`src/rtl/rtc_trigger_ctrl_if.sv`:
```
// Button inputs and rtc_counter control outputs of the stopwatch trigger front end.
// The master side presses the buttons and watches the controls; the slave side is the controller.
interface rtc_trigger_ctrl_if;
    logic i_startstop;
    logic i_clear;
    logic o_countinit;
    logic o_countenb;
    logic o_latchcount;
    logic o_running;

    modport master (
        output i_startstop,
        output i_clear,
        input  o_countinit,
        input  o_countenb,
        input  o_latchcount,
        input  o_running
    );

    modport slave (
        input  i_startstop,
        input  i_clear,
        output o_countinit,
        output o_countenb,
        output o_latchcount,
        output o_running
    );
endinterface

```
`src/rtl/rtc_trigger_ctrl.sv`:
```
// Stopwatch trigger front end: per-button 2-flop sync plus debounce, then the
// run/pause/clear FSM producing registered rtc_counter controls.

module rtc_trigger_debounce #(
    parameter int DEBOUNCE_CYCLES = 4
) (
    input  logic i_rtcclk,
    input  logic i_reset_n,
    input  logic i_raw,
    output logic o_level
);
    localparam int CNT_W = $clog2(DEBOUNCE_CYCLES + 1);
    localparam logic [CNT_W-1:0] CNT_LAST = CNT_W'(DEBOUNCE_CYCLES - 1);

    logic             r_sync1;
    logic             r_sync2;
    logic             r_level;
    logic [CNT_W-1:0] r_cnt;

    always_ff @(posedge i_rtcclk) begin
        if (!i_reset_n) begin
            r_sync1 <= 1'b0;
            r_sync2 <= 1'b0;
        end else begin
            r_sync1 <= i_raw;
            r_sync2 <= r_sync1;
        end
    end

    // Accept on the cycle the count would reach DEBOUNCE_CYCLES; any agreeing
    // sample in between throws the partial count away.
    always_ff @(posedge i_rtcclk) begin
        if (!i_reset_n) begin
            r_level <= 1'b0;
            r_cnt   <= '0;
        end else if (r_sync2 == r_level) begin
            r_cnt   <= '0;
        end else if (r_cnt == CNT_LAST) begin
            r_level <= r_sync2;
            r_cnt   <= '0;
        end else begin
            r_cnt   <= r_cnt + CNT_W'(1);
        end
    end

    assign o_level = r_level;
endmodule

module rtc_trigger_ctrl #(
    parameter int DEBOUNCE_CYCLES = 4
) (
    input logic               i_rtcclk,
    input logic               i_reset_n,
    rtc_trigger_ctrl_if.slave bus
);
    localparam int NUM_BTN = 2;
    localparam int BTN_SS  = 0;
    localparam int BTN_CLR = 1;

    localparam logic [1:0] ST_IDLE    = 2'd0;
    localparam logic [1:0] ST_RUNNING = 2'd1;
    localparam logic [1:0] ST_PAUSED  = 2'd2;

    logic [NUM_BTN-1:0] w_raw;
    logic [NUM_BTN-1:0] w_deb;
    logic [NUM_BTN-1:0] r_deb_d;
    logic [NUM_BTN-1:0] w_evt;

    logic [1:0] r_state;
    logic [1:0] w_state_nxt;
    logic       w_pulse;
    logic       r_countinit;
    logic       r_countenb;
    logic       r_latchcount;
    logic       r_running;

    assign w_raw = {bus.i_clear, bus.i_startstop};

    rtc_trigger_debounce #(
        .DEBOUNCE_CYCLES(DEBOUNCE_CYCLES)
    ) u_deb [NUM_BTN-1:0] (
        .i_rtcclk (i_rtcclk),
        .i_reset_n(i_reset_n),
        .i_raw    (w_raw),
        .o_level  (w_deb)
    );

    // Press only: a held or released button yields nothing further.
    always_ff @(posedge i_rtcclk) begin
        if (!i_reset_n) r_deb_d <= '0;
        else            r_deb_d <= w_deb;
    end

    assign w_evt = w_deb & ~r_deb_d;

    always_comb begin
        w_state_nxt = r_state;
        w_pulse     = 1'b0;
        case (r_state)
            ST_IDLE: begin
                if (w_evt[BTN_SS]) begin
                    w_state_nxt = ST_RUNNING;
                    w_pulse     = 1'b1;
                end
            end
            ST_RUNNING: begin
                if (w_evt[BTN_SS]) begin
                    w_state_nxt = ST_PAUSED;
                    w_pulse     = 1'b1;
                end
            end
            ST_PAUSED: begin
                // Clear outranks start/stop only here, so a double press resets.
                if (w_evt[BTN_CLR]) begin
                    w_state_nxt = ST_IDLE;
                end else if (w_evt[BTN_SS]) begin
                    w_state_nxt = ST_RUNNING;
                    w_pulse     = 1'b1;
                end
            end
            default: w_state_nxt = ST_IDLE;
        endcase
    end

    always_ff @(posedge i_rtcclk) begin
        if (!i_reset_n) begin
            r_state      <= ST_IDLE;
            r_countinit  <= 1'b1;
            r_countenb   <= 1'b0;
            r_latchcount <= 1'b0;
            r_running    <= 1'b0;
        end else begin
            r_state      <= w_state_nxt;
            r_countinit  <= (w_state_nxt == ST_IDLE);
            r_countenb   <= w_pulse;
            r_latchcount <= w_pulse;
            r_running    <= (w_state_nxt == ST_RUNNING);
        end
    end

    assign bus.o_countinit  = r_countinit;
    assign bus.o_countenb   = r_countenb;
    assign bus.o_latchcount = r_latchcount;
    assign bus.o_running    = r_running;
endmodule

```
`src/flat_wrapper.sv`:
```
// flat-port wrapper written by rule: the top's interface ports become plain ports
module rtc_trigger_ctrl_flat 
#(
    parameter int DEBOUNCE_CYCLES = 4
)
  (i_rtcclk, i_reset_n, bus_i_startstop, bus_i_clear, bus_o_countinit, bus_o_countenb, bus_o_latchcount, bus_o_running);
  rtc_trigger_ctrl_if bus_i ();
  input logic i_rtcclk;
  input logic i_reset_n;
  input wire logic [$bits(bus_i.i_startstop)-1:0] bus_i_startstop;
  input wire logic [$bits(bus_i.i_clear)-1:0] bus_i_clear;
  output wire logic [$bits(bus_i.o_countinit)-1:0] bus_o_countinit;
  output wire logic [$bits(bus_i.o_countenb)-1:0] bus_o_countenb;
  output wire logic [$bits(bus_i.o_latchcount)-1:0] bus_o_latchcount;
  output wire logic [$bits(bus_i.o_running)-1:0] bus_o_running;
  assign bus_i.i_startstop = bus_i_startstop;
  assign bus_i.i_clear = bus_i_clear;
  assign bus_o_countinit = bus_i.o_countinit;
  assign bus_o_countenb = bus_i.o_countenb;
  assign bus_o_latchcount = bus_i.o_latchcount;
  assign bus_o_running = bus_i.o_running;
  rtc_trigger_ctrl #(.DEBOUNCE_CYCLES(DEBOUNCE_CYCLES)) u_core (.i_rtcclk(i_rtcclk), .i_reset_n(i_reset_n), .bus(bus_i));
endmodule
```
`config.mk`:
```
export PLATFORM = sky130hd
export DESIGN_NAME = rtc_trigger_ctrl_flat
export DESIGN_NICKNAME = d
export VERILOG_FILES = /design/src/rtl/rtc_trigger_ctrl_if.sv /design/src/rtl/rtc_trigger_ctrl.sv /design/src/flat_wrapper.sv
export SDC_FILE = /design/constraint.sdc
export NUM_CORES = 1
export LEC_CHECK = 0
export BUFFER_PORTS_ARGS = -buffer_cell sky130_fd_sc_hd__buf_2
export CORE_AREA = 2 2 39 41
export DETAILED_ROUTE_END_ITERATION = 6
export DIE_AREA = 0 0 41 43
export GPL_ROUTABILITY_DRIVEN = 1
export MAX_ROUTING_LAYER = met4
export PLACE_DENSITY = 0.73
export SYNTH_ARGS = -nofsm -noshare
export SYNTH_HDL_FRONTEND = slang
export SYNTH_SLANG_ARGS = --single-unit
```
`constraint.sdc`:
```
create_clock -name i_rtcclk -period 3.4 [get_ports i_rtcclk]
set_clock_uncertainty 0.05 [all_clocks]
set_input_delay 0.17 -clock i_rtcclk [delete_from_list [all_inputs] [get_ports i_rtcclk]]
set_output_delay 0.17 -clock i_rtcclk [all_outputs]
set_load 0.005 [all_outputs]
```
After elaboration in Yosys (flattened, before gate mapping)

Index checks and enable logic that the tools add are counted.

Bits in latches: 0
Word-level logic and storage cells: 41
Output and inout bits: 4
Register bits: 19
Memory bits (writable): 0
Memories kept: 0
Memory bits (read-only): 0

Multiplexer cells: 7
Eq/ne operators: 7
Bitwise operators: 5
Div/mod/pow operators: 0
$add $sub $neg: 2
Reduce and logical (&&, ||, !) cells: 7
Multipliers: 0
Shift operators: 0
$lt $le $gt $ge: 0

Operator list:

| operator            | count |
|---|---|
| $add 3x1->3 const B | 2 |
| $eq 3x2->1 const B  | 2 |
| $mux 2              | 3 |
| $pmux 2 s3          | 1 |
| $reduce_or 3->1     | 2 |
| $eq 2x1->1 const B  | 2 |
| $logic_not 2->1     | 2 |
| $reduce_and 2->1    | 2 |
| $not 1->1           | 3 |
| $and 2x2->2         | 1 |
| $eq 1x1->1          | 2 |
| $eq 2x2->1 const B  | 1 |
| $mux 1              | 2 |
| $not 2->2           | 1 |
| $pmux 1 s2          | 1 |
| $reduce_or 2->1     | 1 |

Depth between registers and ports, before layout

Word-level depth: 6
Mapped depth: 4

Hierarchy

Synthesis repeated with hierarchy kept, for this count alone.

Cells, all modules: 57
Area, all modules: 715.7 µm²

Modules (own cells, without submodules):

| module               | cells each | times used | area each (µm²) |
|---|---|---|---|
| rtc_trigger_debounce | 17         | 2          | 216.5 |
| rtc_trigger_ctrl     | 23         | 1          | 282.8 |

Worst setup path after synthesis

OpenSTA, ideal clock, no wires.

Path kind: register to register
From: register u_core.u_deb[0].r_cnt[0]
To: register u_core.u_deb[0].r_cnt[0]
Stages on the path, launching flop included: 5
Slack: 2.341 ns
Period minus slack after synthesis: 1.059 ns
Setup time: 0.065 ns
Data required time: 3.285 ns
Data arrival time: 0.944 ns
Path buffers: 0
Path through: dfxtp_1 > ha_1 > ha_1 > nand3b_1 > nor2_1

Cells in the longest elaborated chain, start to end: 2
Elaborated cells between the ends (all ways): 3
Classes of those cells: add/sub (1); eq/ne (1); reduce/logical (1)

RTL lines:

| element                                                             | line                   | source |
|---|---|---|
| from (decl)                                                         | rtc_trigger_ctrl.sv:18 | `logic [CNT_W-1:0] r_cnt;` |
| from (signal assigned)                                              | rtc_trigger_ctrl.sv:42 | `r_cnt <= r_cnt + CNT_W'(1);` |
| parallel branches: the longest is 2 deep, another holds $add 3x1->3 | n/a                    |  |

Parallel ways; which one is timed is not known.
A chain may end at the register's enable or synchronous reset.

Final worst setup path

From: register u_core.u_deb[1].r_cnt[0]
To: register u_core.u_deb[1].r_cnt[2]

Cells in the longest elaborated chain, start to end: 2
Elaborated cells between the ends (all ways): 3
Classes of those cells: add/sub (1); eq/ne (1); reduce/logical (1)

RTL lines:

| element                                                             | line |
|---|---|
| from (decl)                                                         | rtc_trigger_ctrl.sv:18 |
| from (signal assigned)                                              | rtc_trigger_ctrl.sv:42 |
| parallel branches: the longest is 2 deep, another holds $add 3x1->3 | n/a |

Parallel ways; which one is timed is not known.

==> results.md <==
* Synth warn at 0
* # DRC at 0
* Final count of negative-setup-slack endpoints at 0
* Number of gates resized after CTS at 0
* Ant diodes at 0
* WHS Endpoint: u_core.u_deb[0].r_sync1$_SDFF_PN0_
* TritonCTS clock tree: yes
* Worst Tran Pin Value at 0.265 ns
* Final nets at 80
* Total congestion overflow at 0
* Core region area at about 0.0014 mm2
* Via Count at about 420
* Commonest non-fill, non-tap cell in the layout: dfxtp_1
* Tmin final at roughly 1.2 ns
* Cts bufs inserted at 3
* Routed wire length at about 840 um
* Post-Syn Area at roughly 700 um2
* First-pass GRT wire length at roughly 1500 um
* Max Clock Freq at between 800 and 900 MHz
* Crit end category: register
* Clock sink count at 19
* Worst-path clk slew at 0.10 ns
* FF-to-FF path depth at 4
* P per Cell Area at roughly 440 mW/mm2
* Sequential area share after synthesis at a little over half
* Row count at 14
* Delay of the slowest critical-path stage at around 0.33 ns
* Critical R2R Launch: u_core.u_deb[1].r_cnt[0]$_SDFF_PP0_
* Layout area overhead at 10.1%
* Status: completed
* Slew Limit Fails at 0
* CP Max Fanout at 3
* Hold Violations, Final at 0
* Initial antenna violation count at 0
* GPL Wtd Cong at between 0.6 and 0.7
* Hold Path Class: in2reg
* Final setup TNS at 0 ns
* Clock Tree Buf Depth at 2
* HPWL Detailed at around 610 um
* Cells after Synth at between 60 and 70
* Cts hold-fix bufs at 0
* Commonest cells after routing, fill and taps aside: dfxtp_1 (19), nor2_1 (7), buf_2 (7)
* Max-cap check violation count at 0
* # Post-CTS Setup Buffers at 0
* Yosys cell types at 22
* VDD IR-drop max at approximately 0.24 mV
* Syn Area/Cell at ~11 um2
* Yosys reg bits at 19
* Worst path slowest cell: dfxtp_1
* Share of layout cells above drive strength 1 at a little over a fifth
* Die Ht at 43 um
* Worst reg-to-reg setup slack at 2.25 ns
* Iter 0 DRT Violations at 1
* Wire per inst at 9.61 um
* Total of fill cells in the finished design at ~120
* Worst hold path stage count at 2
* H-tree Lvls at 1
* # IOs at 8
* Element type at the critical path start: register
* Arrival time at the worst endpoint at ~1.3 ns
* Slew HR at about 82%
* Final Util at between 50% and 60%
* I/O Buffers at 7
* Clk_lat worst skew at between 0.2 and 0.3 ns
* Final ANT Viol Nets at 0
* Initial Utilization at 50.4%
* Crit-path most repeated cell: ha_1
* Worst path cell trace: ha_1 > ha_1 > nand3b_1 > nor2_1
* Syn nets at 70
* Largest net degree at the start of global routing at 17
* First-pass iteration count of the detailed router at 4
* Number of global-route vias before repair at 380
* Routed vias/inst at slightly below 5
* Tcrit/Tclk final at 33.9%
* Clock Tree Root: clkbuf_4
* R2R Path End: u_core.u_deb[1].r_cnt[2]$_SDFF_PP0_
* HP Start: bus_i_startstop
* Leak at approximately 0.33 nW
* Die X-Extent at just over 40 um
* Die Area at between 0.0015 and 0.002 mm2
* RSZ-0062 raised after global routing: no
* WS Path Type: reg2reg
* Gr usage total at roughly an eighth
* Worst EP required at about 3.6 ns
## metal layers
layer	share of wire, %	track usage, %
met1	51	15.5
met2	43	18.1
met3	4.9	3.14
met4	1.6	8.00
met5	0	-
## worst max-delay path, delay by kind of cell (launching register included)
family,cells,cell delay [ns]
adder cells (fa/ha/maj),2,0.41
AND/OR/NAND/NOR,2,0.30
flip-flops,1,0.33
## logic make-up after synthesis
| family | share of synthesized area [%] |
|---|---|
| adder cells (fa/ha/maj) | 7.18 |
| flip-flops | 54.6 |
| AND/OR/NAND/NOR | 21.7 |
| AO/OA/AOI/OAI | 7.36 |
| XOR/XNOR | 2.51 |
| buffers and inverters | 3.77 |
| multiplexers | 2.87 |
## Yosys cell counts
master / n / area share [%]
nand2b_1: 1 / 0.90
and2_1: 5 / 4.5
a211oi_2: 1 / 1.8
inv_1: 4 / 2.2
and2_2: 1 / 1.1
and4b_1: 1 / 1.4
buf_4: 1 / 1.1
o21ai_0: 1 / 0.72
dfxtp_1: 19 / 55
xor2_1: 2 / 2.5
nor3b_1: 1 / 1.1
ha_1: 4 / 7.2
and3_2: 1 / 1.1
clkbuf_1: 1 / 0.54
nand3b_1: 2 / 2.2
nor2_1: 7 / 3.8
o21a_1: 2 / 2.2
a41o_1: 1 / 1.4
mux2i_1: 2 / 2.9
o311ai_0: 1 / 1.3
nor2b_4: 2 / 4.0
nor2b_1: 2 / 1.8
## area by class of cell
type,count,area [um2],share of cell area [%]
well taps,16,20.0,2.61
flip-flops and latches,19,380,49.6
multi-input cells,37,290,37.8
inverters,4,15.0,1.96
repair buffers,7,35.0,4.57
clock buffers,4,26.3,3.43
## report_power, final
group	switching [mW]	internal [mW]
Clock	0.0598	0.0455
Sequential	0.00110	0.225
Combinational	0.00385	0.00363
Total	0.0648	0.274
## metrics by stage
step           hold slack [ns]  cells  total power [mW]  cell area, um2  worst slack, ns
6_report                0.0375     87             0.339             767             2.25
2_1_floorplan            0.247     62             0.236             697             2.34
5_1_grt                 0.0296     87             0.356             767             2.14
4_1_cts                 0.0299     87             0.346             767             2.24
3_5_place_dp             0.331     83             0.239             741             2.26
3_3_place_gp             0.328     83             0.239             741             2.27
## flip-flops by register name, summed over array words and instances, names as in the netlist
| name | flops |
|---|---|
| u_core.bus.o_countinit | 1 |
| u_core.r_state | 2 |
| u_core.u_deb.r_sync1 | 2 |
| u_core.u_deb.r_sync2 | 2 |
| u_core.u_deb.r_cnt | 6 |
| u_core.r_deb_d | 2 |
| u_core.bus.o_countenb | 1 |
| u_core.bus.o_running | 1 |
| u_core.u_deb.o_level | 2 |
## worst max-delay path by stage
stage,startpoint,to,slack [ns],cells after the start
2_1_floorplan,u_core.u_deb[0].r_cnt[0]$_SDFF_PP0_,u_core.u_deb[0].r_cnt[0]$_SDFF_PP0_,2.34,4
3_3_place_gp,u_core.u_deb[0].r_cnt[0]$_SDFF_PP0_,u_core.u_deb[0].r_cnt[0]$_SDFF_PP0_,2.27,4
3_5_place_dp,u_core.u_deb[1].r_cnt[0]$_SDFF_PP0_,u_core.u_deb[1].r_cnt[2]$_SDFF_PP0_,2.26,4
4_1_cts,u_core.u_deb[1].r_cnt[0]$_SDFF_PP0_,u_core.u_deb[1].r_cnt[2]$_SDFF_PP0_,2.24,4
5_1_grt,u_core.u_deb[1].r_cnt[0]$_SDFF_PP0_,u_core.u_deb[1].r_cnt[2]$_SDFF_PP0_,2.14,4
6_report,u_core.u_deb[1].r_cnt[0]$_SDFF_PP0_,u_core.u_deb[1].r_cnt[2]$_SDFF_PP0_,2.25,4
(Power assumes the default switching activity.)
